$ cat src/rtl/tone_synth_mc_pkg.sv
// Shared types and helpers for the multi-channel tone synthesiser.
// Note lookup holds half-period divisors for a 1 MHz clock.
package tone_pkg;

    localparam int NOTE_CNT      = 12;
    localparam int NOTE_REST_MIN = 12;

    localparam logic [15:0] NOTE_LUT [NOTE_CNT] = '{
        16'd30581, 16'd28864, 16'd27244, 16'd25715,
        16'd24272, 16'd22909, 16'd21624, 16'd20410,
        16'd19264, 16'd18183, 16'd17163, 16'd16199
    };

    typedef struct packed {
        logic [3:0] note;
        logic [3:0] oct;
        logic       glide;
    } cmd_t;

    function automatic logic [15:0] note_base(input logic [3:0] note);
        if (note >= 4'(NOTE_REST_MIN)) begin
            return 16'd0;
        end
        return NOTE_LUT[note];
    endfunction

    function automatic logic [3:0] clamp_oct(
        input logic [3:0] oct,
        input logic [3:0] oct_max
    );
        return (oct > oct_max) ? oct_max : oct;
    endfunction

endpackage

$ cat src/rtl/tone_synth_mc_voice.sv
// One synthesiser voice: target/current divider, glide stepper,
// half-period toggle counter and registered tone/active outputs.
module tone_voice
    import tone_pkg::*;
#(
    parameter int DIV_W = 16
) (
    input  logic             clk,
    input  logic             rst,
    input  logic             wr_en,
    input  logic [DIV_W-1:0] wr_div,
    input  logic             wr_glide,
    input  logic             glide_tick,
    output logic             tone,
    output logic             active,
    output logic [DIV_W-1:0] cur_div
);

    logic [DIV_W-1:0] target;
    logic [DIV_W-1:0] cur_nxt;
    logic [DIV_W-1:0] cnt;
    logic             jump;
    logic             wrap;

    always_comb begin
        cur_nxt = cur_div;
        jump    = !wr_glide || (wr_div == '0) || (cur_div == '0);
        if (wr_en) begin
            if (jump) begin
                cur_nxt = wr_div;
            end
        end else if (glide_tick && (cur_div != target)) begin
            if (target > cur_div) begin
                cur_nxt = cur_div + 1'b1;
            end else begin
                cur_nxt = cur_div - 1'b1;
            end
        end
    end

    // >= lets a divider that shrank below cnt wrap on the next cycle
    assign wrap = (cnt >= (cur_div - 1'b1));

    always_ff @(posedge clk) begin
        if (rst) begin
            target  <= '0;
            cur_div <= '0;
            cnt     <= '0;
            tone    <= 1'b0;
            active  <= 1'b0;
        end else begin
            cur_div <= cur_nxt;
            active  <= (cur_nxt != '0);
            if (wr_en) begin
                target <= wr_div;
            end
            if (cur_div == '0) begin
                cnt  <= '0;
                tone <= 1'b0;
            end else if (wrap) begin
                cnt  <= '0;
                tone <= ~tone;
            end else begin
                cnt <= cnt + 1'b1;
            end
        end
    end

endmodule

$ cat src/rtl/tone_synth_mc.sv
// Multi-channel square-wave synthesiser: command handshake, two-stage
// note/octave divider pipeline, glide prescaler and NCH voices.
module tone_synth_mc
    import tone_pkg::*;
#(
    parameter int NCH     = 4,
    parameter int DIV_W   = 16,
    parameter int GLIDE_W = 8,
    parameter int OCT_MAX = 8,
    localparam int CH_W   = (NCH > 1) ? $clog2(NCH) : 1
) (
    input  logic                 clk,
    input  logic                 rst,
    input  logic                 cfg_valid,
    output logic                 cfg_ready,
    input  logic [CH_W-1:0]      cfg_ch,
    input  logic [3:0]           cfg_note,
    input  logic [3:0]           cfg_octave,
    input  logic                 cfg_glide,
    input  logic [GLIDE_W-1:0]   glide_rate,
    output logic [NCH-1:0]       tone_out,
    output logic [NCH-1:0]       active,
    output logic [NCH*DIV_W-1:0] cur_div
);

    localparam logic [DIV_W:0] ONE = {{DIV_W{1'b0}}, 1'b1};

    logic             busy;
    logic             accept;
    logic             s0_vld;
    logic             s1_vld;
    logic [CH_W-1:0]  s0_ch;
    cmd_t             s0_cmd;
    logic [CH_W-1:0]  s1_ch;
    logic [DIV_W-1:0] s1_base;
    logic [3:0]       s1_oct;
    logic             s1_glide;

    assign cfg_ready = !busy && !rst;
    assign accept    = cfg_valid && cfg_ready;

    always_ff @(posedge clk) begin
        if (rst) begin
            busy     <= 1'b0;
            s0_vld   <= 1'b0;
            s1_vld   <= 1'b0;
            s0_ch    <= '0;
            s0_cmd   <= '0;
            s1_ch    <= '0;
            s1_base  <= '0;
            s1_oct   <= '0;
            s1_glide <= 1'b0;
        end else begin
            s0_vld <= accept;
            s1_vld <= s0_vld;
            if (accept) begin
                busy         <= 1'b1;
                s0_ch        <= cfg_ch;
                s0_cmd.note  <= cfg_note;
                s0_cmd.oct   <= cfg_octave;
                s0_cmd.glide <= cfg_glide;
            end else if (s1_vld) begin
                busy <= 1'b0;
            end
            if (s0_vld) begin
                s1_ch    <= s0_ch;
                s1_base  <= DIV_W'(note_base(s0_cmd.note));
                s1_oct   <= clamp_oct(s0_cmd.oct, 4'(OCT_MAX));
                s1_glide <= s0_cmd.glide;
            end
        end
    end

    // Rounded octave shift; one extra bit keeps the rounding add exact
    logic [DIV_W:0]   rnd;
    logic [DIV_W:0]   sum;
    logic [DIV_W:0]   quo;
    logic [DIV_W-1:0] wr_div;

    always_comb begin
        rnd = '0;
        if (s1_oct != 4'd0) begin
            rnd = ONE << (s1_oct - 4'd1);
        end
        sum    = {1'b0, s1_base} + rnd;
        quo    = sum >> s1_oct;
        wr_div = quo[DIV_W-1:0];
    end

    logic [GLIDE_W-1:0] pre;
    logic               glide_tick;

    assign glide_tick = (pre >= glide_rate);

    always_ff @(posedge clk) begin
        if (rst) begin
            pre <= '0;
        end else if (glide_tick) begin
            pre <= '0;
        end else begin
            pre <= pre + 1'b1;
        end
    end

    for (genvar i = 0; i < NCH; i++) begin : g_voice
        logic wr_en;

        assign wr_en = s1_vld && (s1_ch == CH_W'(i));

        tone_voice #(
            .DIV_W(DIV_W)
        ) u_voice (
            .clk       (clk),
            .rst       (rst),
            .wr_en     (wr_en),
            .wr_div    (wr_div),
            .wr_glide  (s1_glide),
            .glide_tick(glide_tick),
            .tone      (tone_out[i]),
            .active    (active[i]),
            .cur_div   (cur_div[i*DIV_W +: DIV_W])
        );
    end

endmodule

$ cat config.mk
export PLATFORM = sky130hd
export DESIGN_NAME = tone_synth_mc
export DESIGN_NICKNAME = d
export VERILOG_FILES = /design/src/rtl/tone_synth_mc_pkg.sv /design/src/rtl/tone_synth_mc_voice.sv /design/src/rtl/tone_synth_mc.sv
export SDC_FILE = /design/constraint.sdc
export NUM_CORES = 1
export LEC_CHECK = 0
export BUFFER_PORTS_ARGS = -buffer_cell sky130_fd_sc_hd__buf_2
export CAP_MARGIN = 10
export CORE_ASPECT_RATIO = 0.7
export CORE_UTILIZATION = 45
export CTS_CLUSTER_DIAMETER = 50
export DETAILED_ROUTE_END_ITERATION = 12
export SLEW_MARGIN = 20
export SYNTH_ARGS = -nofsm -noshare
export SYNTH_HDL_FRONTEND = slang
export SYNTH_HIERARCHICAL = 1
export SYNTH_SLANG_ARGS = --single-unit
$ cat constraint.sdc
create_clock -name clk -period 8.3 [get_ports clk]
set_input_delay 2.075 -clock clk [delete_from_list [all_inputs] [get_ports clk]]
set_output_delay 2.075 -clock clk [all_outputs]
set_load 0.01 [all_outputs]
; ---- Yosys cells after proc, flatten, opt, wreduce, memory -nomap -nowiden
; Memory sizes are Yosys's and may differ from the RTL's.
; Cells that the tools add are included.
[word_totals]
register_bits = 245
ram_bits = 0
inputBits = 22
out_inout_bits = 73
latchBits = 0
mem_bits_ro = 256
n_memories = 1
[mem_list]
columns = name, depth, word_bits, rd, rd_ports_with_merged_regs, wr, line
row1 = (name not given), 16, 16, 1, 0, 0, tone_synth_mc_pkg.sv:24  ; return NOTE_LUT[note];
[classes]
n_mux = 27
addsub = 15
n_div = 0
order_cmp = 12
n_reduce_logical = 39
shift = 2
eq_ne = 7
n_mul = 0
bitwise = 5
[ops]
columns = cell, count
row1 = 2-to-1 mux 16 bit, 20
row2 = "adder 16 x 1 -> 16 bit, second input constant", 8
row3 = logical NOT 16 bit, 5
row4 = >= comparator 16 bit, 4
row5 = > comparator 16 bit, 4
row6 = inequality test 16 bit, 4
row7 = nonzero test 16 bit, 4
row8 = "subtractor 16 x 1 -> 16 bit, second input constant", 4
row9 = adder 16 x 17 -> 17 bit, 1
row10 = 2-to-1 mux 17 bit, 1
row11 = "left shift 1 x 4 -> 17 bit, first input constant", 1
row12 = >> shifter 17 x 4 -> 16 bit, 1
row13 = OR reduction 3 bit, 4
row14 = logical AND 1 bit, 10
row15 = OR reduction 2 bit, 5
row16 = "adder 8 x 1 -> 8 bit, second input constant", 1
row17 = >= comparator 8 bit, 1
row18 = ">= comparator 5 bit, second input constant", 1
row19 = logical OR 1 bit, 5
row20 = 2-to-1 mux 1 bit, 5
row21 = NOT 4 -> 5 bit, 1
row22 = "== test 2 bit, second input constant", 2
row23 = ">= comparator 4 bit, second input constant", 1
row24 = "> comparator 4 bit, second input constant", 1
row25 = 8 further kinds, 13

; ---- Depth between registers and ports, before layout
[logic_depth]
depth_word = 11
depth_mapped = 25
depth_no_buf = 22

; ---- Hierarchy
; Netlist, hierarchy kept.
[modules_own_cells]
columns = mod, seq_area_each_um2, n_inst, cells_each, area_per_inst_um2
row1 = tone_synth_mc, 880.8, 1, 493, 3867.5
row2 = tone_voice (g_voice[1].u_voice), 1001.0, 1, 455, 3716.1
row3 = tone_voice (g_voice[0].u_voice), 1001.0, 1, 477, 3697.3
row4 = tone_voice (g_voice[3].u_voice), 1001.0, 1, 453, 3678.5
row5 = tone_voice (g_voice[2].u_voice), 1001.0, 1, 458, 3656.0

; ---- Worst setup path after synthesis
; OpenSTA, ideal clock, no wires.
[synth_path]
kind = reg2reg
startpoint = reg s1_oct[2]
endpoint = reg g_voice[2].u_voice.active
required_time_ps = 8160
setup_ps = 140
arrival_ps = 5464
slack_ps = 2697
n_path_buf = 3
path_stages_with_launch = 24
path_cell_list = dfxtp_1 clkbuf_1 inv_1 nand2_1 clkbuf_1 nor2_1 ha_1 fa_1 a211oi_2 o211ai_2 a41oi_2 mux2_2 or2_1 o221a_2 o22ai_1 nor3_1 nand3_1 o211ai_1 buf_2 a21oi_1 a21oi_1 or4b_1 nor4b_1 a41oi_1
[synth_between]
elab_chain_len = 11
word_cells_on_any_way = 12
classes_between = add/sub (2) / shift (2) / mux (3) / reduce/logical (5)
[synth_lines]
columns = element, line
row1 = "start, declared", tone_synth_mc.sv:36  ; logic [3:0] s1_oct;
row2 = "start signal, assigned", tone_synth_mc.sv:68  ; s1_oct <= clamp_oct(s0_cmd.oct, 4'(OCT_MAX));
row3 = subtractor 4 x 1 -> 4 bit, tone_synth_mc.sv:83  ; rnd = ONE << (s1_oct - 4'd1);
row4 = left shift 1 x 4 -> 17 bit, tone_synth_mc.sv:83
row5 = 2-to-1 mux 17 bit, tone_synth_mc.sv:82  ; if (s1_oct != 4'd0) begin
row6 = adder 16 x 17 -> 17 bit, tone_synth_mc.sv:85  ; sum = {1'b0, s1_base} + rnd;
row7 = >> shifter 17 x 4 -> 16 bit (*), tone_synth_mc.sv:86  ; quo = sum >> s1_oct;
row8 = named net quo[10], tone_synth_mc.sv:77  ; logic [DIV_W:0] quo;
row9 = logical NOT 16 bit, tone_synth_mc_voice.sv:27  ; jump = !wr_glide || (wr_div == '0) || (cur_div == '0);
row10 = logical OR 1 bit (2 in series), tone_synth_mc_voice.sv:27
row11 = 2-to-1 mux 16 bit (*), tone_synth_mc_voice.sv:29  ; if (jump) begin
row12 = 2-to-1 mux 16 bit (*), tone_synth_mc_voice.sv:28  ; if (wr_en) begin
row13 = nonzero test 16 bit (*), tone_synth_mc_voice.sv:53  ; active <= (cur_nxt != '0);
row14 = "end signal, assigned", tone_synth_mc_voice.sv:53
row15 = "end, declared", tone_synth_mc_voice.sv:15  ; output logic active,
; Mark *: on every way through the listed nets, which the timed path passes. The rest lies on a longest branch.
; A chain may end at the register's enable or synchronous reset.

; ---- Worst setup path in the final report
[layout_path]
startpoint = reg s1_oct[3]
endpoint = reg g_voice[1].u_voice.active
[layout_between]
elab_chain_len = 11
word_cells_on_any_way = 12
classes_between = add/sub (2) / shift (2) / mux (3) / reduce/logical (5)
[layout_lines]
columns = element, line
row1 = subtractor 4 x 1 -> 4 bit, tone_synth_mc.sv:83
row2 = left shift 1 x 4 -> 17 bit, tone_synth_mc.sv:83
row3 = 2-to-1 mux 17 bit, tone_synth_mc.sv:82
row4 = adder 16 x 17 -> 17 bit, tone_synth_mc.sv:85
row5 = >> shifter 17 x 4 -> 16 bit (*), tone_synth_mc.sv:86
row6 = named net quo[6], tone_synth_mc.sv:77
row7 = logical NOT 16 bit, tone_synth_mc_voice.sv:27
row8 = logical OR 1 bit (2 in series), tone_synth_mc_voice.sv:27
row9 = 2-to-1 mux 16 bit (*), tone_synth_mc_voice.sv:29
row10 = 2-to-1 mux 16 bit (*), tone_synth_mc_voice.sv:28
row11 = nonzero test 16 bit (*), tone_synth_mc_voice.sv:53
row12 = "end signal, assigned", tone_synth_mc_voice.sv:53
row13 = "end, declared", tone_synth_mc_voice.sv:15
; Marked as above.

==> flow_summary.yaml <==
critical_path:
  critical_path_required_ps: 8730
  endpoint_kind: "register"
  path_class: "reg2reg"
  r2r_slack_ps: 1530
  path_max_fanout: 17
  cp-start-kind: "register"
  arrival_ps: 7200
cts:
  clk_latency_ps: 530
  ctsHtreeMaxLevel: 2
  cts_buffers: 34
  ctsResizeCount: 0
  cts_buffer_depth: 3
  cts_tree: "done"
  post_cts_buffers: 0
  cts_root_buffer: "clkbuf_16"
  cts_sinks: 244
  clk_pin_slew_worst_paths_ps: 60
  cts_hold_buf: 0
sta:
  fin_crit_ps: 6770
  drv_slew: 0
  post-route-period-util: 0.816
  worst_slew_pin_slew_ps: 1020
  timing.slew.headroom: 0.317
  fin_skew_ps: 18.5
  fin_setup_tns_ps: 0
  rsz0062_at_grt: "false"
  max_freq_mhz: 148
  setup_viol: 0
  hold_viol: 0
  fin_ws_ps: 1530
placed_design:
  io_buffers: 94
  gp_congestion: 0.967
  dpl_worst_slack_ps: 1670
  hpwl_microns: 41400
global_route:
  grt_pass1_wl_microns: 89500
  gr-usage-all-layers: 0.263
  antenna_found_initial: 0
  grt_max_degree: 68
  grt_pass1_vias: 16277
  grt_overflow: 0
yosys:
  synthArstFlopShare: 0
  syn_inst: 2336
  synth_nets: 2528
  synth_cell_types: 118
  ys_seq_area_frac: 0.262
  synthTopCellsByArea: "dfxtp_1 26%, ha_1 11%, nor2_1 7.0%"
  synth_top_area_frac: 0.262
  synth_area_sq_um: 18600
  synth.most_common_cell: "nor2_1"
  synthTopCellsByCount: "349 x nor2_1, 244 x dfxtp_1, 169 x ha_1"
  yosysWarnings: 6
  synth-main-ff-cell: "dfxtp_1"
  avgSynthCellArea_sq_um: 7.97
  ys_ff_latch: 244
  synth_edf_count: 0
  yosysTopAreaCell: "dfxtp_1"
die:
  core_sq_um: 40200
  die_area_sq_um: 42200
  die_w_microns: 245
  die_h_microns: 172
  rows: 61
  floorplan.initialDensity: 0.463
  io_pins: 95
pwr:
  power.total_mw: 3.27
  peakVddDrop_uv: 118
  cellPowerDensity_nw_per_um2: 158
  p_leak_nw: 8.50
routing:
  wl_per_cell_microns: 19.0
  drt-pass1-iter-count: 5
  drt_wl_total_microns: 55900
  via_count: 17297
  detail-route-antenna-nets: 0
  initialDrtViolationCount: 1594
  via_per_inst: 5.89
  drc_errors: 0
worst_hold_path:
  min_path_type: "reg2reg"
flow_run:
  max-cap-violations: 0
cells_and_area:
  drive_above_1_share: 0.113
  syn_to_final_growth_pct: 10.8
  nets: 2572
  antenna_cells: 0
outcome:
  status: "finished clean"
[power breakdown]
part           internal, mW  total, mW  leakage, nW  switching [mW]
clock                 0.937       1.52        0.564           0.580
sequential             1.20       1.23         1.97          0.0345
combinational         0.193      0.521         5.96           0.328
[kinds of logic after synthesis]
group / share of synthesized area
buf+inv: 0.0544
xor+xnor: 0.0743
compound gates: 0.178
mux: 0.0671
simple gates: 0.249
fa+ha+maj: 0.115
flops: 0.262
[routing by layer]
metal	track usage	part of all wire
met4	0.0606	0.016
met1	0.387	0.49
met3	0.0411	0.071
met5	0	0
met2	0.397	0.42
[critical path, cell delays in order, from the launching register on]
cell	delay [ps]
dfxtp_1	580
inv_1	260
nand2_1	410
nor2_1	90
ha_1	230
fa_1	440
a211oi_2	300
o211ai_2	220
a41oi_2	350
mux2_2	380
or2_1	240
o221a_2	260
o2bb2ai_1	680
buf_4	310
nor4_1	70
nand4_1	140
nor4_4	40
buf_4	200
nor2_2	420
a221oi_1	150
a21oi_1	210
a21oi_1	70
and4b_1	220
and4_1	190
a31oi_1	200
[sequential cells by signal (all words and copies together), names as in the netlist]
signal	flops
g_voice.u_voice/cnt	64
g_voice.u_voice/active	4
s1_base	15
busy	1
s0_ch	2
s0_vld	1
s1_glide	1
pre	8
s1_vld	1
s1_ch	2
s0_cmd	9
s1_oct	4
g_voice.u_voice/cur_div	64
g_voice.u_voice/target	64
g_voice.u_voice/tone	4
[area by class of cell]
| class | count | area, sq um |
|---|---|---|
| fillers | 3871 | 19600 |
| multi-input cells | 1858 | 12800 |
| flip-flops and latches | 244 | 4880 |
| clock buffers | 43 | 946 |
| repair buffers | 127 | 721 |
| well taps | 535 | 669 |
| inverters | 115 | 432 |
| clock inverters | 16 | 208 |
[path summary, 6_finish.rpt]
| check | from | end | depth (start not counted) |
|---|---|---|---|
| setup / recovery | s1_oct[3]$_SDFFE_PP0P_ | g_voice[1].u_voice/active$_SDFF_PP0_ | 24 |
| hold / removal | g_voice[3].u_voice/cnt[0]$_SDFF_PP0_ | g_voice[3].u_voice/cnt[0]$_SDFF_PP0_ | 1 |
| setup reg to reg | s1_oct[3]$_SDFFE_PP0P_ | g_voice[1].u_voice/active$_SDFF_PP0_ | 24 |
| hold reg to reg | g_voice[3].u_voice/cnt[0]$_SDFF_PP0_ | g_voice[3].u_voice/cnt[0]$_SDFF_PP0_ | 1 |
[placed cells by master, fill, tap and decap left out, drive strengths merged, types with 10 or more instances in the layout]
| master | netlist | layout |
|---|---|---|
| nor2 | 353 | 353 |
| dfxtp | 244 | 244 |
| ha | 169 | 169 |
| nand2 | 165 | 165 |
| a21oi | 147 | 147 |
| buf | 47 | 127 |
| xnor2 | 115 | 115 |
| inv | 109 | 114 |
| mux2i | 109 | 109 |
| nand3 | 96 | 96 |
| o21ai | 89 | 89 |
| nor3 | 80 | 80 |
| nand4 | 51 | 51 |
| a21o | 50 | 50 |
| clkbuf | 72 | 43 |
| xor2 | 42 | 42 |
| a211oi | 36 | 36 |
| o211ai | 33 | 33 |
| nor4 | 30 | 30 |
| and3 | 25 | 25 |
| nor2b | 23 | 23 |
| nand2b | 22 | 22 |
| and2 | 21 | 21 |
| and4 | 18 | 18 |
| a31oi | 18 | 18 |
| or3 | 16 | 16 |
| o31ai | 13 | 13 |
| clkinv | 6 | 11 |
| o21a | 10 | 10 |
| o22ai | 10 | 10 |
[through the flow]
stage                     hold slack [ps]  instances  utilization  area [sq um]
final                                 464       2938        0.513         20600
after global routing                  496       2938        0.513         20600
after CTS                             469       2938        0.513         20600
after detailed placement              456       2879        0.484         19500
after global placement                449       2879        0.484         19500
after floorplan                       430       2336            -         18600
Note: power is estimated with default switching activity, not from simulation.
